==> config.mk <==
export PLATFORM = sky130hd
export DESIGN_NAME = key_event_unit
export DESIGN_NICKNAME = d
export VERILOG_FILES = /design/src/rtl/key_event_pkg.sv /design/src/rtl/event_fifo.sv /design/src/rtl/key_event_unit.sv
export SDC_FILE = /design/constraint.sdc
export NUM_CORES = 1
export LEC_CHECK = 0
export ABC_AREA = 1
export CAP_MARGIN = 10
export CELL_PAD_IN_SITES_DETAIL_PLACEMENT = 0
export CELL_PAD_IN_SITES_GLOBAL_PLACEMENT = 1
export CORE_ASPECT_RATIO = 1.2
export CORE_MARGIN = 4
export CORE_UTILIZATION = 48
export DETAILED_ROUTE_END_ITERATION = 16
export MAX_ROUTING_LAYER = met4
export PLACE_DENSITY = 0.95
export REMOVE_ABC_BUFFERS = 1
export SYNTH_ARGS = -nofsm -noshare
export SYNTH_HDL_FRONTEND = slang
export SYNTH_HIERARCHICAL = 1
export SYNTH_SLANG_ARGS = --single-unit
==> constraint.sdc <==
create_clock -name Clk -period 4.12 [get_ports Clk]
set_input_delay 0.618 -clock Clk [delete_from_list [all_inputs] [get_ports Clk]]
set_output_delay 0.618 -clock Clk [all_outputs]
set_load 0.01 [all_outputs]
==> src/rtl/key_event_pkg.sv <==
// Shared types for the keyboard event path: event record, FSM states and
// the empty-slot value used when the event FIFO is cleared.
package key_event_pkg;

  localparam logic [7:0] KEY_NONE = 8'h00;

  // 'repeat' is a reserved word, so the typematic flag is named rpt
  typedef struct packed {
    logic       rpt;
    logic       press;
    logic [7:0] code;
  } key_event_t;

  typedef enum logic [1:0] {
    ST_IDLE     = 2'd0,
    ST_PUSH_REL = 2'd1,
    ST_PUSH_PRS = 2'd2,
    ST_PUSH_RPT = 2'd3
  } kev_state_t;

  localparam key_event_t KEV_EMPTY = '{rpt: 1'b0, press: 1'b0, code: KEY_NONE};

  function automatic key_event_t mk_event(input logic rpt, input logic press,
                                          input logic [7:0] code);
    key_event_t ev;
    ev.rpt   = rpt;
    ev.press = press;
    ev.code  = code;
    return ev;
  endfunction

endpackage

==> src/rtl/event_fifo.sv <==
// First-word fall-through FIFO of key events. A push into a full FIFO is
// dropped (sticky overflow) unless a pop frees the slot in the same cycle.
module event_fifo
  import key_event_pkg::*;
#(
  parameter int DEPTH = 4
) (
  input  logic                         clk,
  input  logic                         rst,
  input  logic                         push,
  input  key_event_t                   din,
  input  logic                         pop,
  output key_event_t                   dout,
  output logic                         empty,
  output logic [$clog2(DEPTH+1)-1:0]   count,
  output logic                         overflow
);

  localparam int PW = $clog2(DEPTH);
  localparam int CW = $clog2(DEPTH + 1);

  key_event_t      mem_r [DEPTH];
  logic [PW-1:0]   wr_ptr_r;
  logic [PW-1:0]   rd_ptr_r;
  logic [CW-1:0]   count_r;
  logic            overflow_r;
  logic            empty_s;
  logic            full_s;
  logic            pop_s;
  logic            push_s;

  // Qualify requests: pops need data, pushes need room or a same-cycle pop
  always_comb begin
    empty_s = (count_r == {CW{1'b0}});
    full_s  = (count_r == CW'(DEPTH));
    pop_s   = pop && !empty_s;
    push_s  = push && (!full_s || pop_s);
  end

  // Storage, pointers, occupancy and sticky drop flag
  always_ff @(posedge clk) begin
    if (rst) begin
      for (int i = 0; i < DEPTH; i++) begin
        mem_r[i] <= KEV_EMPTY;
      end
      wr_ptr_r   <= {PW{1'b0}};
      rd_ptr_r   <= {PW{1'b0}};
      count_r    <= {CW{1'b0}};
      overflow_r <= 1'b0;
    end else begin
      if (push_s) begin
        mem_r[wr_ptr_r] <= din;
        wr_ptr_r        <= wr_ptr_r + 1'b1;
      end
      if (pop_s) begin
        rd_ptr_r <= rd_ptr_r + 1'b1;
      end
      if (push && !push_s) begin
        overflow_r <= 1'b1;
      end
      case ({push_s, pop_s})
        2'b10:   count_r <= count_r + 1'b1;
        2'b01:   count_r <= count_r - 1'b1;
        default: count_r <= count_r;
      endcase
    end
  end

  assign dout     = empty_s ? KEV_EMPTY : mem_r[rd_ptr_r];
  assign empty    = empty_s;
  assign count    = count_r;
  assign overflow = overflow_r;

endmodule

==> src/rtl/key_event_unit.sv <==
// Turns the static keycode register into press/release/typematic-repeat
// events and queues them for the game logic.
module key_event_unit
  import key_event_pkg::*;
#(
  parameter int DEPTH        = 4,
  parameter int REPEAT_DELAY = 25_000_000,
  parameter int REPEAT_RATE  = 5_000_000
) (
  input  logic                         Clk,
  input  logic                         Reset,
  input  logic [7:0]                   keycode,
  output logic                         ev_valid,
  input  logic                         ev_ready,
  output logic [7:0]                   ev_code,
  output logic                         ev_press,
  output logic                         ev_repeat,
  output logic [$clog2(DEPTH+1)-1:0]   count,
  output logic                         overflow
);

  localparam int RPT_MAX = (REPEAT_DELAY > REPEAT_RATE) ? REPEAT_DELAY : REPEAT_RATE;
  localparam int CNTW    = $clog2(RPT_MAX);
  localparam logic [CNTW-1:0] DELAY_LAST = CNTW'(REPEAT_DELAY - 1);
  localparam logic [CNTW-1:0] RATE_LAST  = CNTW'(REPEAT_RATE - 1);

  kev_state_t      state_r;
  logic [7:0]      prev_r;
  logic [7:0]      old_r;
  logic [7:0]      new_r;
  logic [CNTW-1:0] cnt_r;
  logic            phase_r;
  logic [CNTW-1:0] thr_last_s;
  logic            push_s;
  key_event_t      ev_in_s;
  key_event_t      head_s;
  logic            empty_s;

  // Event to write this cycle, decoded from the push state
  always_comb begin
    push_s     = 1'b0;
    ev_in_s    = KEV_EMPTY;
    thr_last_s = phase_r ? RATE_LAST : DELAY_LAST;
    case (state_r)
      ST_PUSH_REL: begin
        push_s  = 1'b1;
        ev_in_s = mk_event(1'b0, 1'b0, old_r);
      end
      ST_PUSH_PRS: begin
        push_s  = 1'b1;
        ev_in_s = mk_event(1'b0, 1'b1, new_r);
      end
      ST_PUSH_RPT: begin
        push_s  = 1'b1;
        ev_in_s = mk_event(1'b1, 1'b1, prev_r);
      end
      ST_IDLE: begin
        push_s  = 1'b0;
        ev_in_s = KEV_EMPTY;
      end
      default: begin
        push_s  = 1'b0;
        ev_in_s = KEV_EMPTY;
      end
    endcase
  end

  // Change detection and typematic timer; keycode is only looked at in IDLE
  always_ff @(posedge Clk) begin
    if (Reset) begin
      state_r <= ST_IDLE;
      prev_r  <= KEY_NONE;
      old_r   <= KEY_NONE;
      new_r   <= KEY_NONE;
      cnt_r   <= {CNTW{1'b0}};
      phase_r <= 1'b0;
    end else begin
      case (state_r)
        ST_IDLE: begin
          if (keycode != prev_r) begin
            old_r   <= prev_r;
            new_r   <= keycode;
            prev_r  <= keycode;
            state_r <= (prev_r != KEY_NONE) ? ST_PUSH_REL : ST_PUSH_PRS;
          end else if ((prev_r != KEY_NONE) && (cnt_r == thr_last_s)) begin
            state_r <= ST_PUSH_RPT;
          end else if (prev_r != KEY_NONE) begin
            cnt_r <= cnt_r + 1'b1;
          end else begin
            cnt_r <= cnt_r;
          end
        end
        ST_PUSH_REL: begin
          state_r <= (new_r != KEY_NONE) ? ST_PUSH_PRS : ST_IDLE;
        end
        ST_PUSH_PRS: begin
          cnt_r   <= {CNTW{1'b0}};
          phase_r <= 1'b0;
          state_r <= ST_IDLE;
        end
        ST_PUSH_RPT: begin
          cnt_r   <= {CNTW{1'b0}};
          phase_r <= 1'b1;
          state_r <= ST_IDLE;
        end
        default: begin
          state_r <= ST_IDLE;
        end
      endcase
    end
  end

  event_fifo #(
    .DEPTH(DEPTH)
  ) u_fifo (
    .clk      (Clk),
    .rst      (Reset),
    .push     (push_s),
    .din      (ev_in_s),
    .pop      (ev_ready),
    .dout     (head_s),
    .empty    (empty_s),
    .count    (count),
    .overflow (overflow)
  );

  assign ev_valid  = !empty_s;
  assign ev_code   = head_s.code;
  assign ev_press  = head_s.press;
  assign ev_repeat = head_s.rpt;

endmodule

==> impl_metrics.ini <==
[sta]
hold_viol = 0
tightest_slew_ns = 0.662
timing.final.crit_share_pct = 73.5
fin_crit_ns = 3.03
setup_slack_ns = 1.09
skew_ns = 0.00516
rsz0062_at_grt = no
finalSetupViolCount = 0
timing.hold.ws_ns = 0.460
maxSlewViolCount = 0
setup_tns_ns = 0
max-slew-margin-rel_pct = 55.8
fmax_mhz = 330

[critical_path]
path_max_fanout = 21
worstSetupPathType = flop to output port
rrSetupSlack_ns = 1.71
critical_path_required_ns = 3.50
ff2ff_path_depth = 11
setup.worst_path.end_class = output port
crit_arrival_ns = 2.41
start_kind = flop

[drt]
drt_pass1_iterations = 4
drt-initial-drc-count = 195
wl_per_cell_um = 13.2
ant_nets = 0
drt_wl_total_um = 11300
drc = 0
viasPerCell = 5.13
vias = 4396

[power]
powerDensity_nw_per_um2 = 579
p_sw_share_pct = 39.0
p_leak_nw = 2.26
p_int_mw = 2.07
power.switching_mw = 1.32
vdd_drop_max_mv = 0.212
seqPwrFrac_pct = 39.2
clockPowerShare_pct = 25.5
combPwrFrac_pct = 35.3

[synth]
synth_top_area_share_pct = 22.8
synth-seq-cells = 94
synthFlopType = dfxtp_1
yosys_warnings = 6
ys_seq_area_share_pct = 43.4
synthCells = 710
avgSynthCellArea_um2 = 7.40
yosys.cell_types.count = 31
synth_area_um2 = 5260
synth_edf_count = 40
synthArstFlopShare_pct = 0
synthTopCellsByArea = edfxtp_1 23%, dfxtp_1 21%, nor2_1 8.1%
synth_top_area_cell = edfxtp_1

[finish]
post_route_cells_drive_above_1_share_pct = 12.5
mostFrequentLayoutCell = nor2_1
final_cells = 857
n_fill_cell = 993
layout_common_cells = 113 x nor2_1, 111 x nand2_1, 87 x inv_1
nets = 737
antennaDiodeCount = 0
synthToLayoutAreaGrowth_pct = 11.6

[grt]
grt-busiest-layer = met2
grtUsageMet1_pct = 20.7
use_met3_pct = 2.68
antenna_found_initial = 0
grt_util_met2_pct = 35.2
grt_overflow = 0
grt_pass1_vias = 4076
grt_usage_pct = 18.9
grt_max_degree = 53
grt_pass1_wl_um = 19100

[clock_tree]
clockBufferDepth = 2
cts_tree = yes
cts_setup_buffers = 0
holdBufCountCts = 0
cts-root-buf = clkbuf_16
cts_resized = 0
numCtsBuffers = 9
h-tree-depth = 3
clkSinkCount = 94
cts.reportedPaths.clkPinSlew_ns = 0.07
clk_latency_ns = 0.35

[die]
die_h_um = 123
die_area_um2 = 12700
dieWidth_um = 104
ios = 26
core-area_um2 = 10600
start_util_pct = 49.5
rows = 41

[hold_path]
hold_path.class = flop to flop
hold_depth = 2

[placement]
gp_congestion = 0.908
hpwl_um = 8490
dp.cells = 841
pre_cts_ws_ns = 1.35
port_buffers = 25

[flow_run]
maxCapViolCount = 0

[status]
status = completed
-- cells in the mapped netlist (2+ instances only) --
cell type and instances:
nor2_1 113, nand2_1 111, inv_1 87, dfxtp_1 54
o21ai_0 54, a21oi_1 48, nand3_1 48, edfxtp_1 40
nand4_1 23, inv_2 20, nand3_2 13, nor2_4 13
nor3_1 13, buf_2 12, clkbuf_1 11, nor2_2 11
xor2_1 9, nand2_2 8, buf_6 5, o21ai_1 3
clkinv_1 2, ha_1 2, nand3b_1 2
-- final cells by class --
cell class	count	area (um2)	area share [%]
Clock buffer	9	225	3.84
Clock inverter	7	91.3	1.56
Inverter	109	409	6.97
Multi-Input combinational cell	478	2400	41.0
Sequential cell	94	2280	38.9
Tap cell	129	161	2.75
Timing Repair Buffer	31	295	5.03
-- per-stage QoR --
step | area [um2] | total power [mW] | utilization (%)
4_1_cts | 5870 | 3.42 | 55.3
3_5_place_dp | 5550 | 2.55 | 52.3
6_report | 5870 | 3.40 | 55.3
5_1_grt | 5870 | 3.64 | 55.3
3_3_place_gp | 5550 | 2.51 | 52.3
2_1_floorplan | 5100 | 2.13 | -
-- critical path: stages (launching register included) --
cell             delay, ns
dfxtp_1               0.74
inv_1                 0.41
o21ai_0               0.31
a21oi_1               0.11
clkdlybuf4s50_1       0.49
-- cells by family after synthesis --
family / share of synthesized area, %
xor+xnor: 1.67
simple gates: 33.2
fa+ha+maj: 0.857
buf+inv: 10.9
compound gates: 10.0
flops: 43.4
-- per-layer routing --
layer,share of wire [%],routed length (um)
met2,54,6060
met3,3.0,334
met4,1.3,146
met1,42,4770
met5,0,0
-- final timing paths --
| path | startpoint | end |
|---|---|---|
| min reg2reg | u_fifo/overflow$_SDFFE_PP0P_ | u_fifo/overflow$_SDFFE_PP0P_ |
| max | flop | ev_code[2] |
| min | u_fifo/overflow$_SDFFE_PP0P_ | u_fifo/overflow$_SDFFE_PP0P_ |
| max reg2reg | state_r[0]$_SDFFE_PP0P_ | u_fifo/count[2]$_SDFFE_PP0P_ |
-- registers in the layout, summed over array words and instances (netlist names), named ones only --
name,cells
u_fifo/mem_r,40
cnt_r,25
new_r,8
old_r,8
u_fifo/count,3
state_r,2
u_fifo/rd_ptr_r,2
u_fifo/wr_ptr_r,2
phase_r,1
u_fifo/overflow,1
-- power by group through the flow --
stage	clock network [mW]	logic, mW	registers (mW)
after global placement	0	1.17	1.34
after global routing	0.922	1.35	1.36
after CTS	0.884	1.21	1.33
final	0.867	1.20	1.33
after floorplan	0	0.816	1.31
after detailed placement	0	1.20	1.35
(Power assumes the default switching activity.)
